<file path="config.mk">
export PLATFORM = sky130hd
export DESIGN_NAME = bb_sgpio_frame_ctrl
export DESIGN_NICKNAME = d
export VERILOG_FILES = /design/src/rtl/bb_sgpio_frame_ctrl_pkg.sv /design/src/rtl/bb_sgpio_led_regs.sv /design/src/rtl/bb_sgpio_frame_ctrl.sv
export SDC_FILE = /design/constraint.sdc
export NUM_CORES = 1
export LEC_CHECK = 0
export CORE_UTILIZATION = 50
export DETAILED_ROUTE_END_ITERATION = 10
export HOLD_SLACK_MARGIN = 0.08
export PLACE_DENSITY = 0.79
export SYNTH_ARGS = -nofsm -noshare
export SYNTH_HDL_FRONTEND = slang
export SYNTH_SLANG_ARGS = --single-unit
</file>
<file path="constraint.sdc">
create_clock -name SYSCLK -period 26.9 [get_ports SYSCLK]
set_clock_uncertainty 0.2 [all_clocks]
set_input_delay 5.38 -clock SYSCLK [delete_from_list [all_inputs] [get_ports SYSCLK]]
set_output_delay 5.38 -clock SYSCLK [all_outputs]
set_load 0.005 [all_outputs]
</file>
<file path="src/rtl/bb_sgpio_frame_ctrl_pkg.sv">
`default_nettype none
// ============================================================================
// Module      : bb_sgpio_frame_ctrl_pkg
// Description : Shared types and constants for the baseboard SGPIO frame
//               scheduler: FSM state encoding, per-drive bit offsets inside
//               a frame and default geometry/timing values.
// Revision    : 1.0 - initial release
// ============================================================================
package bb_sgpio_frame_ctrl_pkg;

  // Frame scheduler states; 3 bits leave room for the illegal-state recovery path
  typedef enum logic [2:0] {
    ST_IDLE      = 3'd0,
    ST_BUILD     = 3'd1,
    ST_OFFER     = 3'd2,
    ST_WAIT_DONE = 3'd3,
    ST_GAP       = 3'd4
  } state_e;

  // Position of each LED inside a drive's 3-bit group
  localparam int c_ofs_act    = 0;
  localparam int c_ofs_locate = 1;
  localparam int c_ofs_fail   = 2;
  localparam int c_bits_per_drive = 3;

  // Default geometry and timing
  localparam int c_def_hdd_num      = 36;
  localparam int c_def_frame_gap    = 1000;
  localparam int c_def_blink_frames = 8;

endpackage : bb_sgpio_frame_ctrl_pkg
`default_nettype wire

</file>
<file path="src/rtl/bb_sgpio_led_regs.sv">
`default_nettype none
// ============================================================================
// Module      : bb_sgpio_led_regs
// Description : Per-drive LED state: host-written LOCATE/FAIL register file
//               with index decode, plus sticky activity bits that stretch
//               short drive-activity pulses until the next frame build.
// Revision    : 1.0 - initial release
// ============================================================================
module bb_sgpio_led_regs
  import bb_sgpio_frame_ctrl_pkg::*;
#(
  // Drive indices are 8 bits wide, so at most 256 slots are addressable
  parameter int HDD_NUM = c_def_hdd_num
) (
  input  logic               clk,
  input  logic               rst,
  input  logic               i_wr_en,
  input  logic [7:0]         i_wr_addr,
  input  logic [1:0]         i_wr_data,
  input  logic [HDD_NUM-1:0] i_drv_act,
  input  logic               i_act_clr,
  output logic [HDD_NUM-1:0] o_locate,
  output logic [HDD_NUM-1:0] o_fail,
  output logic [HDD_NUM-1:0] o_act_sticky
);

  logic [HDD_NUM-1:0] locate_q, locate_d;
  logic [HDD_NUM-1:0] fail_q, fail_d;
  logic [HDD_NUM-1:0] act_sticky_q, act_sticky_d;

  // Write decode: an index at or beyond HDD_NUM matches no slot and is dropped
  always_comb begin
    locate_d = locate_q;
    fail_d   = fail_q;
    for (int i = 0; i < HDD_NUM; i++) begin
      if (i_wr_en && (i_wr_addr == 8'(i))) begin
        locate_d[i] = i_wr_data[0];
        fail_d[i]   = i_wr_data[1];
      end
    end
  end

  // Activity stretch: clearing wins, since a pulse seen during the build
  // cycle is already folded into that frame by the caller
  always_comb begin
    if (i_act_clr) begin
      act_sticky_d = '0;
    end else begin
      act_sticky_d = act_sticky_q | i_drv_act;
    end
  end

  // LED state registers
  always_ff @(posedge clk or posedge rst) begin
    if (rst) begin
      locate_q     <= '0;
      fail_q       <= '0;
      act_sticky_q <= '0;
    end else begin
      locate_q     <= locate_d;
      fail_q       <= fail_d;
      act_sticky_q <= act_sticky_d;
    end
  end

  assign o_locate     = locate_q;
  assign o_fail       = fail_q;
  assign o_act_sticky = act_sticky_q;

endmodule : bb_sgpio_led_regs
`default_nettype wire

</file>
<file path="src/rtl/bb_sgpio_frame_ctrl.sv">
`default_nettype none
// ============================================================================
// Module      : bb_sgpio_frame_ctrl
// Description : SGPIO frame scheduler. Builds one ACT/LOCATE/FAIL frame per
//               period, offers it to the shifter over valid/ready, waits for
//               the shift to finish, idles for FRAME_GAP cycles and repeats
//               while ENABLE is high. Also generates the locate blink phase.
// Revision    : 1.0 - initial release
// ============================================================================
module bb_sgpio_frame_ctrl
  import bb_sgpio_frame_ctrl_pkg::*;
#(
  parameter int HDD_NUM      = c_def_hdd_num,
  parameter int FRAME_GAP    = c_def_frame_gap,    // 1 .. 65535
  parameter int BLINK_FRAMES = c_def_blink_frames  // 1 .. 255
) (
  input  logic                                SYSCLK,
  input  logic                                RESET,
  input  logic                                ENABLE,
  input  logic [HDD_NUM-1:0]                  DRV_ACT_LED,
  input  logic                                WR_EN,
  input  logic [7:0]                          WR_ADDR,
  input  logic [1:0]                          WR_DATA,
  output logic [c_bits_per_drive*HDD_NUM-1:0] FRAME_DATA,
  output logic                                FRAME_VALID,
  input  logic                                FRAME_READY,
  input  logic                                SHIFT_DONE,
  output logic                                BUSY,
  output logic [7:0]                          FRAME_CNT
);

  localparam int c_frame_w = c_bits_per_drive * HDD_NUM;

  state_e                 state_q, state_d;
  logic [c_frame_w-1:0]   frame_data_q, frame_data_d;
  logic                   frame_valid_q, frame_valid_d;
  logic                   busy_q, busy_d;
  logic [7:0]             frame_cnt_q, frame_cnt_d;
  logic [7:0]             blink_cnt_q, blink_cnt_d;
  logic                   blink_phase_q, blink_phase_d;
  logic [15:0]            gap_timer_q, gap_timer_d;

  logic                   w_act_clr;
  logic [HDD_NUM-1:0]     w_locate;
  logic [HDD_NUM-1:0]     w_fail;
  logic [HDD_NUM-1:0]     w_act_sticky;
  logic [c_frame_w-1:0]   w_frame;

  bb_sgpio_led_regs #(
    .HDD_NUM (HDD_NUM)
  ) u_led_regs (
    .clk          (SYSCLK),
    .rst          (RESET),
    .i_wr_en      (WR_EN),
    .i_wr_addr    (WR_ADDR),
    .i_wr_data    (WR_DATA),
    .i_drv_act    (DRV_ACT_LED),
    .i_act_clr    (w_act_clr),
    .o_locate     (w_locate),
    .o_fail       (w_fail),
    .o_act_sticky (w_act_sticky)
  );

  // Frame image from current register state. The live activity input is
  // OR-ed in so a pulse landing exactly on the build cycle is not lost when
  // the sticky bits are cleared. FAIL masks ACT; LOCATE follows the blink.
  for (genvar i = 0; i < HDD_NUM; i++) begin : g_drv
    assign w_frame[c_bits_per_drive*i + c_ofs_act] =
      (w_act_sticky[i] | DRV_ACT_LED[i]) & ~w_fail[i];
    assign w_frame[c_bits_per_drive*i + c_ofs_locate] = w_locate[i] & blink_phase_q;
    assign w_frame[c_bits_per_drive*i + c_ofs_fail]   = w_fail[i];
  end

  // Next-state logic for the scheduler, counters and blink generator
  always_comb begin
    state_d       = state_q;
    frame_data_d  = frame_data_q;
    frame_valid_d = frame_valid_q;
    frame_cnt_d   = frame_cnt_q;
    blink_cnt_d   = blink_cnt_q;
    blink_phase_d = blink_phase_q;
    gap_timer_d   = gap_timer_q;
    w_act_clr     = 1'b0;

    case (state_q)
      ST_IDLE: begin
        if (ENABLE) begin
          state_d = ST_BUILD;
        end
      end

      ST_BUILD: begin
        frame_data_d  = w_frame;
        frame_valid_d = 1'b1;
        w_act_clr     = 1'b1;
        state_d       = ST_OFFER;
      end

      // Frame is held until accepted; ENABLE is not looked at here
      ST_OFFER: begin
        if (frame_valid_q && FRAME_READY) begin
          frame_valid_d = 1'b0;
          frame_cnt_d   = frame_cnt_q + 8'd1;
          if (blink_cnt_q == 8'(BLINK_FRAMES - 1)) begin
            blink_cnt_d   = 8'd0;
            blink_phase_d = ~blink_phase_q;
          end else begin
            blink_cnt_d = blink_cnt_q + 8'd1;
          end
          state_d = ST_WAIT_DONE;
        end
      end

      ST_WAIT_DONE: begin
        if (SHIFT_DONE) begin
          gap_timer_d = 16'(FRAME_GAP - 1);
          state_d     = ST_GAP;
        end
      end

      // Timer counts FRAME_GAP-1 down to 0, i.e. FRAME_GAP cycles in GAP
      ST_GAP: begin
        if (gap_timer_q == 16'd0) begin
          state_d = ENABLE ? ST_BUILD : ST_IDLE;
        end else begin
          gap_timer_d = gap_timer_q - 16'd1;
        end
      end

      default: begin
        state_d       = ST_IDLE;
        frame_valid_d = 1'b0;
      end
    endcase

    busy_d = (state_d != ST_IDLE);
  end

  // Scheduler state and registered outputs; reset aborts any frame in flight
  always_ff @(posedge SYSCLK or posedge RESET) begin
    if (RESET) begin
      state_q       <= ST_IDLE;
      frame_data_q  <= '0;
      frame_valid_q <= 1'b0;
      busy_q        <= 1'b0;
      frame_cnt_q   <= 8'd0;
      blink_cnt_q   <= 8'd0;
      blink_phase_q <= 1'b0;
      gap_timer_q   <= 16'd0;
    end else begin
      state_q       <= state_d;
      frame_data_q  <= frame_data_d;
      frame_valid_q <= frame_valid_d;
      busy_q        <= busy_d;
      frame_cnt_q   <= frame_cnt_d;
      blink_cnt_q   <= blink_cnt_d;
      blink_phase_q <= blink_phase_d;
      gap_timer_q   <= gap_timer_d;
    end
  end

  assign FRAME_DATA  = frame_data_q;
  assign FRAME_VALID = frame_valid_q;
  assign BUSY        = busy_q;
  assign FRAME_CNT   = frame_cnt_q;

endmodule : bb_sgpio_frame_ctrl
`default_nettype wire

</file>
# Yosys cells after proc, flatten, opt, wreduce, memory -nomap -nowiden
# Index checks and enable logic that the tools add are counted.
[classes]
n_reduce_logical = 47
n_bitwise = 147
n_addsub = 3
eq_ne = 43
mux = 14
[ops]
columns = ["operator", "count"]
rows = [
  ["$eq 8x5->1 const B", 16],
  ["$and 1x1->1", 72],
  ["$eq 8x4->1 const B", 8],
  ["$eq 8x3->1 const B", 5],
  ["$not 1->1", 38],
  ["$logic_and 1x1->1", 37],
  ["$mux 36", 1],
  ["$or 1x1->1", 36],
  ["$or 36x36->36", 1],
  ["$eq 8x6->1 const B", 4],
  ["$mux 16", 2],
  ["$pmux 16 s2", 1],
  ["$add 8x1->8 const B", 2],
  ["$eq 8x2->1 const B", 2],
  ["$logic_not 16->1", 1],
  ["$sub 16x1->16 const B", 1],
  ["$pmux 3 s5", 1],
  ["$mux 3", 4],
  ["$eq 8x1->1 const B", 1],
  ["$logic_not 8->1", 1],
  ["$mux 8", 1],
  ["$eq 3x2->1 const B", 2],
  ["$ne 2x2->1 const B", 3],
  ["$reduce_and 3->1", 2],
  ["other kinds (9)", 12],
]
[totals]
output_inout_bits = 118
regBits = 254
input_bits = 52

# Longest topological paths before layout
# Gate-level depths: netlist of the first run.
[depth]
depth_word = 4
ltp_mapped = 7
mapped_depth_nobuf = 6

# Modules after synthesis
# From an unflattened synthesis of the first run, not the netlist that was laid out.
[unflattened]
hier_cells = 982
area_unflattened_um2 = 10503.8
[by_module_without_submodules]
columns = ["mod", "cells_per_inst", "n_inst", "area_per_inst_um2", "seq_area_each_um2"]
rows = [
  ["bb_sgpio_frame_ctrl", 654, 1, 6208.5, 3653.5],
  ["bb_sgpio_led_regs", 328, 1, 4295.4, 2702.6],
]

# Least setup slack after synthesis of the first run
# OpenSTA, ideal clock, no wires.
[synth_path]
path_type = "input to register"
from = "input port WR_ADDR[7]"
to = "register u_led_regs.fail_q[35] (netlist: u_led_regs.o_fail[35])"
n_path_buf = 1
t_required_ns = 26.575
setup_ns = 0.125
arrival_ns = 6.688
slack_ns = 19.887
path_stages = 5
cell_sequence = "or3b_1 buf_2 nor4_1 nand3b_1 mux2_2"
[synth_between]
elab_chain_len = 2
[synth_lines]
columns = ["item", "line_no", "text"]
rows = [
  ["start: declaration", "bb_sgpio_frame_ctrl.sv:22", "input logic [7:0] WR_ADDR,"],
  ["$eq 8x6->1", "bb_sgpio_led_regs.sv:36", "if (i_wr_en && (i_wr_addr == 8'(i))) begin"],
  ["$logic_and 1x1->1", "bb_sgpio_led_regs.sv:36", ""],
  ["end signal: assignment", "bb_sgpio_led_regs.sv:61", "fail_q <= fail_d;"],
  ["end: declaration", "bb_sgpio_led_regs.sv:28", "logic [HDD_NUM-1:0] fail_q, fail_d;"],
]
# Every way passes these cells.
# A chain may end at the register's enable or synchronous reset.

==> results of run 1 <==
[layer usage]
metal	share of wire	GRT usage
met3	0.058	0.0393
met1	0.45	0.338
met5	0	0
met4	0.024	0.0686
met2	0.47	0.370
[through the flow]
stage | hold slack [ps] | instance area [um2] | utilization | setup slack (ps) | power [mW]
2_1_floorplan | 238 | 10200 | - | 14340 | 0.673
3_3_place_gp | 256 | 12100 | 0.614 | 18330 | 0.809
3_5_place_dp | 259 | 12100 | 0.614 | 18290 | 0.821
4_1_cts | 272 | 13000 | 0.659 | 18850 | 1.20
5_1_grt | 296 | 13000 | 0.659 | 18500 | 1.25
6_report | 269 | 13000 | 0.659 | 19000 | 1.19
[power groups by stage]
stage	combinational [mW]	clock [mW]	sequential [mW]
after floorplan	0.150	0	0.523
after global placement	0.275	0	0.533
after detailed placement	0.284	0	0.537
after CTS	0.287	0.379	0.531
after global routing	0.314	0.394	0.542
final	0.284	0.374	0.531
[kinds of logic (layout without fill, tap and decap cells)]
kind of cell             count (synthesis)  after routing
AO/OA/AOI/OAI                           60             60
XOR/XNOR                                15             15
adder cells (fa/ha/maj)                  3              3
buffers and inverters                   56            231
flip-flops                             254            254
multiplexers                            85             85
AND/OR/NAND/NOR                        475            475
[worst max path at each step]
| stage | end | slack (ps) | depth (start not counted) | from |
|---|---|---|---|---|
| 6_report | u_led_regs.o_act_sticky[30] | 19000 | 4 | RESET |
| 5_1_grt | u_led_regs.o_fail[17] | 18500 | 4 | RESET |
| 4_1_cts | u_led_regs.o_fail[17] | 18850 | 4 | RESET |
| 3_5_place_dp | FRAME_DATA[84] | 18290 | 4 | RESET |
| 3_3_place_gp | FRAME_DATA[90] | 18330 | 4 | RESET |
| 2_1_floorplan | BUSY | 14340 | 1 | RESET |
[synth_stat cells, drive strengths merged, types with 4 or more instances]
| master | number |
|---|---|
| nor3 | 12 |
| nand2 | 257 |
| mux2 | 74 |
| clkbuf | 38 |
| nor2 | 96 |
| nand2b | 10 |
| mux2i | 11 |
| o21ai | 9 |
| a21oi | 4 |
| o211ai | 4 |
| nor2b | 5 |
| xor2 | 6 |
| inv | 5 |
| nand4 | 7 |
| nand3 | 44 |
| and3 | 4 |
| o31ai | 37 |
| and2 | 8 |
| xnor2 | 9 |
| dfrtp | 254 |
| buf | 13 |
| nor4 | 11 |
[cell type report]
| class | instances | share of cell area |
|---|---|---|
| Sequential cell | 254 | 0.489 |
| Multi-Input combinational cell | 638 | 0.279 |
| Timing Repair Buffer | 178 | 0.135 |
| Clock buffer | 35 | 0.0565 |
| Tap cell | 265 | 0.0255 |
| Clock inverter | 13 | 0.0130 |
| Inverter | 5 | 0.00202 |
[flip-flops by register name, indices dropped and copies added (netlist names)]
| register | flops |
|---|---|
| FRAME_VALID | 1 |
| FRAME_CNT | 8 |
| BUSY | 1 |
| state_q | 3 |
| blink_cnt_q | 8 |
| blink_phase_q | 1 |
| u_led_regs.o_locate | 36 |
| gap_timer_q | 16 |
| u_led_regs.o_act_sticky | 36 |
| u_led_regs.o_fail | 36 |
| FRAME_DATA | 108 |
==> flow_metrics.env, run 1 <==
export IMPL_status="finished clean"
export IMPL_synthTopCellsByArea="dfrtp_1 62%, nand2_1 9.4%, mux2_2 8.2%, nor2_1 3.5%, o31ai_1 2.7%"
export IMPL_post_cts_resized=0
export IMPL_synth_fa_ha_area_frac=0.00368
export IMPL_r2r_end="FRAME_DATA[6]"
export IMPL_syn_mean_instance_area_um2=10.8
export IMPL_max_stage_delay_ps=900
export IMPL_start_util=0.518
export IMPL_cts_root_buf="clkbuf_16"
export IMPL_min_path_type="flip-flop to flip-flop"
export IMPL_post_cts_buffers=0
export IMPL_crit_chain="clkdlybuf4s50_1, inv_8, buf_4, buf_4"
export IMPL_grt_max_degree=100
export IMPL_ys_flop_type="dfrtp_1"
export IMPL_clockPowerShare=0.315
export IMPL_cts_tree="done"
export IMPL_gp_congestion=0.901
export IMPL_crit_path_end_kind="asynchronous set/reset pin"
export IMPL_synth_xor_area_frac=0.0129
export IMPL_slowest_stage="buf_4"
export IMPL_die_x_um=145
export IMPL_path_clk_slew_ps=60
export IMPL_tightest_slew_ps=1010
export IMPL_coreArea_um2=19700
export IMPL_synth_compound_area_frac=0.0417
export IMPL_syn_to_final_growth_pct=27.3
export IMPL_h_tree_depth=1
export IMPL_synth_mux_area_frac=0.0924
export IMPL_wl_per_cell_um=17.7
export IMPL_power_switching_mw=0.351
export IMPL_criticalPathCategory="input port to asynchronous set/reset pin"
export IMPL_grt_pass1_wl_um=39700
export IMPL_clk_latency_ps=540
export IMPL_synthArstFlopShare=1.00
export IMPL_pin_count=170
export IMPL_hold_path_cell_count=1
export IMPL_drtIter0Drc=711
export IMPL_antenna_found_initial=0
export IMPL_yosys_area_share_simple=0.204
export IMPL_netSwitchingFraction=0.295
export IMPL_whs_endpoint="blink_cnt_q[7]"
export IMPL_port_buffers=169
export IMPL_path_max_fanout=99
export IMPL_final_cells=1388
export IMPL_power_internal_mw=0.837
export IMPL_num_rows=51
export IMPL_drc_errors=0
export IMPL_diodes=0
export IMPL_die_h_um=145
export IMPL_synth_yosys_seq_area_share=0.622
export IMPL_syn_nets=1003
export IMPL_multiInputGateArea_um2=3630
export IMPL_p_comb_frac=0.239
export IMPL_routed_wirelength_um=24500
export IMPL_period_needed_ps=7900
export IMPL_finalSetupViolations=0
export IMPL_drive_gt1_frac=0.121
export IMPL_grt_util_all_layers=0.236
export IMPL_rr_worst_depth=5
export IMPL_yosysWarnings=0
export IMPL_crit_buf_inv=4
export IMPL_synthDistinctLibCells=46
export IMPL_pwr_share_seq=0.447
export IMPL_worstPathArrival_ps=8220
export IMPL_hold_violations=0
export IMPL_irDropWorstVdd_mv=0.0571
export IMPL_fin_nets=1158
export IMPL_critPathTopFamily="buffers and inverters"
export IMPL_vias=7570
export IMPL_r2r_setup_slack_ps=24240
export IMPL_synth_top_family_by_area="simple AND/OR/NAND/NOR gates"
export IMPL_synth_top_area_cell="dfrtp_1"
export IMPL_rr_startpoint="state_q[2]"
export IMPL_p_leak_nw=6.14
export IMPL_fmax_mhz=127
export IMPL_powerDensity_nw_per_um2=91.4
export IMPL_layout_commonest_cell="nand2_1"
export IMPL_relSlewSlack=0.326
export IMPL_dp_hpwl_um=16500
export IMPL_grt_pass1_vias=7473
export IMPL_cp_common_cell="buf_4"
export IMPL_crit_path_start_kind="input port"
export IMPL_cp_required_ps=27230
export IMPL_drv_slew=0
export IMPL_fillCellCount=1501
export IMPL_ff_latch_area_um2=6360
export IMPL_die_area_um2=21000
export IMPL_fin_setup_tns_ps=0
export IMPL_synth_top_cell_area_share=0.622
export IMPL_cap_violations=0
export IMPL_synth_cells=948
export IMPL_min_from="blink_cnt_q[7]"
export IMPL_viasPerCell=5.45
export IMPL_final_antenna_net_count=0
export IMPL_rsz0062_at_grt="false"
export IMPL_ys_seq_elements=254
export IMPL_final_cell_mix="257 x nand2_1, 254 x dfrtp_1, 169 x clkdlybuf4s50_1, 96 x nor2_1, 74 x mux2_2"
export IMPL_numCtsBuffers=26
export IMPL_grt_overflow_total=0
export IMPL_synth_edff_count=0
export IMPL_cts_num_sinks=254
export IMPL_cts_hold_buffers=0
export IMPL_placed_cells=1340
export IMPL_drtPass1Iterations=5
export IMPL_netlist_area_um2=10200
export IMPL_clockBufferDepth=3
export IMPL_post_route_period_util=0.294
(Power assumes the default switching activity.)
==> run 2, diff against run 1 <==
--- a/config.mk
+++ b/config.mk
@@ -5,7 +5,7 @@
 export SDC_FILE = /design/constraint.sdc
 export NUM_CORES = 1
 export LEC_CHECK = 0
-export CORE_UTILIZATION = 50
+export CORE_UTILIZATION = 48
 export DETAILED_ROUTE_END_ITERATION = 10
 export HOLD_SLACK_MARGIN = 0.08
 export PLACE_DENSITY = 0.79
==> constraint.sdc (replaced) <==
create_clock -name SYSCLK -period 6.6 [get_ports SYSCLK]
set_clock_uncertainty 0.2 [all_clocks]
set_input_delay 1.32 -clock SYSCLK [delete_from_list [all_inputs] [get_ports SYSCLK]]
set_output_delay 1.32 -clock SYSCLK [all_outputs]
set_load 0.005 [all_outputs]
==> run 2 against run 1 <==
First-iteration DRC count down 24%. Largest power group unchanged. Total power grew to 4.0 times the previous value. Cell count did not move.
==> flow_metrics.env, run 2 (synthesis gave the netlist of run 1 again) <==
export IMPL_vias=7484
export IMPL_viasPerCell=5.39
export IMPL_max_stage_delay_ps=670
export IMPL_cts_root_buf="clkbuf_16"
export IMPL_cts_hold_buffers=0
export IMPL_drv_slew=0
export IMPL_diodes=0
export IMPL_tightest_slew_ps=1220
export IMPL_post_cts_buffers=0
export IMPL_die_h_um=148
export IMPL_grt_overflow_total=0
export IMPL_hold_violations=0
export IMPL_pin_count=170
export IMPL_powerDensity_nw_per_um2=370
export IMPL_fin_setup_tns_ps=0
export IMPL_finalPower_mw=4.80
export IMPL_pwr_share_seq=0.449
export IMPL_irDropWorstVdd_mv=0.208
export IMPL_die_area_um2=21900
export IMPL_cp_startpoint="FRAME_READY"
export IMPL_cts_tree="done"
export IMPL_antenna_found_initial=0
export IMPL_power_internal_mw=3.39
export IMPL_crit_chain="clkdlybuf4s50_1, nor4bb_1, and2_0, and3_1, xor2_1"
export IMPL_worstPathArrival_ps=3410
export IMPL_syn_to_final_growth_pct=27.1
export IMPL_netSwitchingFraction=0.293
export IMPL_slowest_stage="and2_0"
export IMPL_post_cts_resized=0
export IMPL_routed_wirelength_um=24700
export IMPL_cts_num_sinks=254
export IMPL_power_switching_mw=1.41
export IMPL_drtPass1Iterations=5
export IMPL_fin_nets=1155
export IMPL_relSlewSlack=0.184
export IMPL_cap_violations=0
export IMPL_cp_required_ps=6840
export IMPL_crit_path_end_kind="flip-flop"
export IMPL_fmax_mhz=315
export IMPL_coreArea_um2=20600
export IMPL_grt_pass1_vias=7522
export IMPL_p_leak_nw=6.13
export IMPL_drive_gt1_frac=0.119
export IMPL_final_antenna_net_count=0
export IMPL_layout_commonest_cell="nand2_1"
export IMPL_drc_errors=0
export IMPL_port_buffers=169
export IMPL_fillCellCount=1633
export IMPL_crit_path_start_kind="input port"
export IMPL_status="finished clean"
export IMPL_dp_hpwl_um=16600
export IMPL_wl_per_cell_um=17.8
export IMPL_clockPowerShare=0.308
export IMPL_clk_latency_ps=520
export IMPL_finalSetupViolations=0
export IMPL_period_needed_ps=3170
export IMPL_post_route_period_util=0.481
export IMPL_grt_pass1_wl_um=40000
export IMPL_gp_congestion=0.823
export IMPL_num_rows=52
export IMPL_min_path_type="flip-flop to flip-flop"
export IMPL_numCtsBuffers=26
export IMPL_grt_util_all_layers=0.231
export IMPL_criticalPathCategory="input port to flip-flop"
export IMPL_start_util=0.497
export IMPL_path_max_fanout=14
export IMPL_min_from="FRAME_DATA[19]"
export IMPL_die_x_um=148
export IMPL_crit_buf_inv=1
export IMPL_largest_reg_flops=108
export IMPL_h_tree_depth=1
export IMPL_critPathTopFamily="simple AND/OR/NAND/NOR gates"
export IMPL_drtIter0Drc=542
export IMPL_grt_max_degree=143
export IMPL_rsz0062_at_grt="false"
export IMPL_final_cell_mix="257 x nand2_1, 254 x dfrtp_1, 169 x clkdlybuf4s50_1, 96 x nor2_1, 74 x mux2_2"
export IMPL_p_comb_frac=0.243
export IMPL_path_clk_slew_ps=60
export IMPL_clockBufferDepth=3
export IMPL_rr_startpoint="state_q[2]"
-- run 2: per-stage QoR --
stage	cell area, um2	hold slack, ps	utilization	cells	setup slack [ps]
5_1_grt	13000	295	0.631	1388	3310
3_5_place_dp	12100	258	0.588	1342	2900
4_1_cts	13000	273	0.631	1388	3420
6_report	13000	270	0.631	1388	3430
3_3_place_gp	12100	254	0.588	1342	3030
2_1_floorplan	10200	238	-	948	1740
-- run 2: area by class of cell --
class,count,area [um2],area share
clock inverters,8,77.6,0.00598
repair buffers,175,1750,0.135
clock buffers,38,807,0.0622
inverters,5,22.5,0.00174
multi-input cells,638,3630,0.280
flip-flops and latches,254,6360,0.490
well taps,270,338,0.0260
-- run 2: path summary, 6_finish.rpt --
check	endpoint	slack [ps]	depth (start not counted)
worst min-delay path	FRAME_DATA[19]	270	2
worst max register to register	FRAME_DATA[64]	3710	4
min in group asynchronous	FRAME_DATA[30]	1060	2
worst max-delay path	blink_phase_q	3430	5
worst min register to register	FRAME_DATA[19]	270	2
max in group asynchronous	u_led_regs.o_act_sticky[29]	3680	3
-- run 2: routing by layer --
layer,wire length (um),vias up,GRT usage
li1,-,3480,-
met4,541,0,0.0624
met5,0,-,0
met3,1430,39,0.0355
met2,11700,230,0.369
met1,11000,3735,0.330
-- run 2: power by group through the flow --
| stage | registers (mW) | clock network, mW | logic (mW) |
|---|---|---|---|
| 6_report | 2.15 | 1.48 | 1.17 |
| 5_1_grt | 2.20 | 1.57 | 1.29 |
| 4_1_cts | 2.15 | 1.51 | 1.18 |
| 3_3_place_gp | 2.16 | 0 | 1.13 |
| 2_1_floorplan | 2.13 | 0 | 0.611 |
| 3_5_place_dp | 2.17 | 0 | 1.17 |
-- run 2: worst min-delay path, cell delays in order (launching register included) --
cell and delay [ps]:
dfrtp_1 340, nand2_1 50, nand2_1 50
